`src/rtl/dr_word_deser.sv`:
```
// Dual-rail word deserializer: rebuilds one single-rail block from WORDS spacer/codeword pairs
// and flags spacer and code faults. Optional error counter: define DR_DESER_ERR_CNT_EN.
module dr_word_deser #(
    parameter int WORD_W = 32,
    parameter int WORDS  = 4
) (
    input  logic                     clk,
    input  logic                     reset,
    input  logic                     start,
    input  logic                     sp_pol,
    input  logic [WORD_W-1:0]        din_1,
    input  logic [WORD_W-1:0]        din_0,
    output logic                     busy,
    output logic [WORD_W*WORDS-1:0]  blk_out,
    output logic                     blk_valid,
    output logic                     err_spacer,
    output logic                     err_code,
    output logic [15:0]              err_cnt
);

    localparam int BLK_W = WORD_W * WORDS;
    localparam int IDX_W = (WORDS > 1) ? $clog2(WORDS) : 1;

    typedef enum logic [1:0] {
        IDLE,
        SPACER,
        DATA
    } state_t;

    state_t             state;
    logic [IDX_W-1:0]   idx;
    logic [BLK_W-1:0]   acc;
    logic [BLK_W-1:0]   next_acc;
    logic               spacer_bad;
    logic               code_bad;
    logic               last_word;

    assign spacer_bad = (din_1 != {WORD_W{sp_pol}}) || (din_0 != {WORD_W{sp_pol}});
    assign code_bad   = |(din_1 ~^ din_0);
    assign last_word  = (idx == IDX_W'(WORDS - 1));

    // Word 0 lands in the MSBs; the incoming word is merged so the final word
    // can go straight to blk_out on the completing edge.
    always_comb begin
        next_acc = acc;
        next_acc[BLK_W - 1 - int'(idx) * WORD_W -: WORD_W] = din_1;
    end

    always_ff @(posedge clk) begin
        if (!start && state == DATA) begin
            acc <= next_acc;
        end
    end

    always_ff @(posedge clk) begin
        if (reset) begin
            state      <= IDLE;
            busy       <= 1'b0;
            blk_out    <= '0;
            blk_valid  <= 1'b0;
            err_spacer <= 1'b0;
            err_code   <= 1'b0;
            idx        <= '0;
        end else begin
            blk_valid <= 1'b0;
            if (start) begin
                // Also serves as abort: partial words are simply overwritten later.
                state      <= SPACER;
                busy       <= 1'b1;
                idx        <= '0;
                err_spacer <= 1'b0;
                err_code   <= 1'b0;
            end else begin
                case (state)
                    SPACER: begin
                        if (spacer_bad) begin
                            err_spacer <= 1'b1;
                        end
                        state <= DATA;
                    end
                    DATA: begin
                        if (code_bad) begin
                            err_code <= 1'b1;
                        end
                        idx <= idx + 1'b1;
                        if (last_word) begin
                            state     <= IDLE;
                            busy      <= 1'b0;
                            blk_valid <= 1'b1;
                            blk_out   <= next_acc;
                            idx       <= '0;
                        end else begin
                            state <= SPACER;
                        end
                    end
                    default: ;
                endcase
            end
        end
    end

`ifdef DR_DESER_ERR_CNT_EN
    logic        err_hit;
    logic [15:0] cnt;

    assign err_hit = !start && ((state == SPACER && spacer_bad) || (state == DATA && code_bad));

    // Lifetime fault counter: survives starts, only reset clears it.
    always_ff @(posedge clk) begin
        if (reset) begin
            cnt <= '0;
        end else if (err_hit && cnt != 16'hFFFF) begin
            cnt <= cnt + 16'd1;
        end
    end

    assign err_cnt = cnt;
`else
    assign err_cnt = '0;
`endif

endmodule

```
`config.mk`:
```
export PLATFORM = sky130hd
export DESIGN_NAME = dr_word_deser
export DESIGN_NICKNAME = d
export VERILOG_FILES = /design/src/rtl/dr_word_deser.sv
export SDC_FILE = /design/constraint.sdc
export NUM_CORES = 1
export LEC_CHECK = 0
export CORE_ASPECT_RATIO = 1.1
export CORE_UTILIZATION = 54
export CTS_CLUSTER_DIAMETER = 150
export DETAILED_ROUTE_END_ITERATION = 16
export PLACE_DENSITY = 0.85
export SLEW_MARGIN = 20
export SYNTH_ARGS = -nofsm -noshare
export SYNTH_HDL_FRONTEND = slang
export SYNTH_SLANG_ARGS = --single-unit
```
`constraint.sdc`:
```
create_clock -name clk -period 21.1 [get_ports clk]
set_clock_uncertainty 0.05 [all_clocks]
set_input_delay 3.165 -clock clk [delete_from_list [all_inputs] [get_ports clk]]
set_output_delay 3.165 -clock clk [all_outputs]
set_load 0.05 [all_outputs]
```
==> results.yml <==
outcome:
  status: "complete, no violations"
timing:
  fin_tns_setup_ns: 0
  period_needed_ns: 5.23
  setup_viol: 0
  relSlewSlack_pct: 28.9
  tightest_slew_ns: 1.07
  drv_slew: 0
  rsz0062_at_grt: "false"
  fin_crit_sh_pct: 24.8
  hold_viol_final: 0
  max_freq_mhz: 191
  worst_slack_ns: 15.87
logic_synthesis:
  syn_inst: 888
  synthXorXnorAreaFrac_pct: 2.99
  synthTopCellsByArea: "edfxtp_1 31%, dfxtp_1 29%, a22o_1 12%, nand2_1 4.3%, inv_1 4.0%"
  yosys.cell_types.count: 33
  synth-main-ff-cell: "dfxtp_1"
  synth.area.mux_share_pct: 0.214
  synth_top_cell_by_area: "edfxtp_1"
  synth-simple-area-share_pct: 9.01
  synth-adder-area-share_pct: 0.801
  synth.avg_cell_area_um2: 10.6
  synth-edff-count: 96
  syn_area_um2: 9370
  synth_compound_area_share_pct: 17.9
  synth_top_family_by_area: "compound AO/OA/AOI/OAI gates"
  synth_top_area_share_pct: 30.8
  async_reset_ff_share_pct: 0
  yosysSeqAreaShare_pct: 59.8
  yosysWarnings: 0
  ys_ff_latch: 232
setup_path:
  cp.arrival_ns: 5.61
  cp-end-kind: "flip-flop"
  critPathKind: "input port to flip-flop"
  r2r_cells: 8
  rr_startpoint: "state[0]"
  r2r-end: "blk_out[18]"
  crit_path_start_kind: "input port"
  critPathTopFamily: "simple AND/OR/NAND/NOR gates"
  path_buf_inv: 2
  slowest_stage: "and2_1"
  crit_fanout: 19
  cp_slowest_stage_delay_ns: 0.60
  r2r_slack_ns: 18.39
  crit_chain: "clkdlybuf4s50_1 > nor2b_4 > nand2_1 > nor2_4 > and2_1 > buf_4 > a22o_1"
  critical_path_required_ns: 21.48
hold_path:
  hold_path_class: "flip-flop to flip-flop"
  holdCritStartpoint: "busy"
  worstHoldEndpoint: "busy"
  holdPathStages: 1
floorplan:
  die_h_um: 140
  die_area_um2: 17900
  num_rows: 50
  die_x_um: 128
  ios: 216
  core_um2: 17000
  start_util_pct: 55.1
pwr:
  power_uw: 948
  swShare_pct: 22.2
  vdd_drop_max_uv: 58.2
  p_switching_uw: 210
  p_comb_share_pct: 6.5
  p_leak_nw: 4.64
  p_clk_share_pct: 43.8
  p_int_uw: 738
  p_per_area_nw_per_um2: 78.4
  p_seq_share_pct: 49.8
detailed_routing:
  firstDrtPassIters: 6
  ant_nets: 0
  vias: 7223
  drtIter0Drc: 754
  viasPerCell: 5.62
  route.detailed.drc: 0
  wirelength_mm: 25.2
  wire_per_inst_um: 19.6
global_routing:
  overflow: 0
  antenna_found_initial: 1
  grt_pass1_vias: 6927
  grt_max_degree: 98
  grt_pass1_wl_mm: 38.5
  track_usage_pct: 27.9
place:
  portBuffers: 199
  post-dp-hpwl_mm: 16.3
  globalplace.congestion: 0.883
  dp_slack_ns: 15.41
clocking:
  hold_buffers: 0
  ctsResizeCount: 0
  postCtsSetupBuffers: 0
  h-tree-depth: 1
  cts_root_buffer: "clkbuf_16"
  clk_pin_slew_ns: 0.06
  cts_tree: "done"
  clock_sinks: 232
  clockBufferDepth: 3
  cts_inserted_buffers: 24
  insertion_delay_ns: 0.51
final_layout:
  area_growth_pct: 29.0
  final_layout_size_suffix_gt1_share_pct: 4.85
  multi_input_area_um2: 2990
  nets: 1109
  antenna_cells: 0
  regArea_um2: 5610
  layout_common_cells: "199 x clkdlybuf4s50_1, 136 x dfxtp_1, 128 x a22o_1"
  final_common_cell: "clkdlybuf4s50_1"
  fillers: 1238
run:
  cap_violations: 0
==> cells by family (layout without fill, tap and decap cells) <==
family,Yosys count,in the layout
DFF,232,232
other,1,16
buffers and inverters,200,349
AOI/OAI and AO/OA,235,235
and+or+nand+nor,180,180
muxes,2,2
xor gates and xnor gates,32,32
adders and majority gates,6,6
==> cell type report <==
type                            count  area share (%)
Clock buffer                       37            5.96
Clock inverter                      6           0.507
Sequential cell                   232            46.4
Tap cell                          234            2.42
Inverter                          100            3.10
Timing Repair Buffer              206            16.9
Multi-Input combinational cell    471            24.7
==> per-layer routing <==
| layer | part of all wire [%] | GRT usage [%] |
|---|---|---|
| met5 | 0.052 | 0 |
| met3 | 8.8 | 6.53 |
| met4 | 3.5 | 11.6 |
| met2 | 47 | 45.3 |
| met1 | 40 | 35.9 |
==> stage by stage <==
stage	utilization [%]	instances	hold WS [ns]	instance area (µm²)
after floorplan	-	903	0.455	9430
after global placement	66.4	1243	0.395	11300
after detailed placement	66.4	1243	0.406	11300
after CTS	71.0	1286	0.424	12100
after global routing	71.0	1286	0.439	12100
final	71.0	1286	0.421	12100
==> synthesized netlist by cell type, types with 6 or more instances <==
master and number:
nor4_1 10, or4_1 7, inv_1 100, nor3_1 11, clkbuf_1 58, buf_2 22, o21ai_0 56, dfxtp_1 136
buf_4 16, o21ai_1 41, xor2_1 32, nand2_1 107, edfxtp_1 96, nand3_1 8, ha_1 6, nand4_1 16
or3_1 8, a22o_1 128
==> how the worst max path moves through the flow <==
stage,startpoint,to,slack (ns),depth (start not counted)
finish,start,blk_out[18],15.87,7
global route,start,blk_out[2],15.77,7
global placement,start,blk_out[0],15.50,7
floorplan,start,blk_out[100],12.07,5
detailed placement,start,blk_out[18],15.41,7
CTS,start,blk_out[18],15.90,7
==> worst reg2reg max path, cell delays in order (launching register included) <==
cell and delay [ns]:
dfxtp_1 0.32, inv_1 0.07, ha_1 0.32, nor2b_4 0.42
nand2_1 0.16, nor2_4 0.11, and2_1 0.60, buf_4 0.39
a22o_1 0.19
==> power groups by stage <==
stage	clock, mW	sequential [mW]	combinational [mW]
after floorplan	0	0.483	0.0357
after global placement	0	0.481	0.0590
after detailed placement	0	0.482	0.0598
after CTS	0.419	0.472	0.0605
after global routing	0.433	0.472	0.0650
final	0.415	0.472	0.0613
==> sequential cells by signal, summed over array words and instances, names as in the netlist <==
register / cells
blk_out: 128
state: 2
idx: 2
err_code: 1
err_spacer: 1
busy: 1
blk_valid: 1
acc: 96
Note: power is estimated with default switching activity, not from simulation.
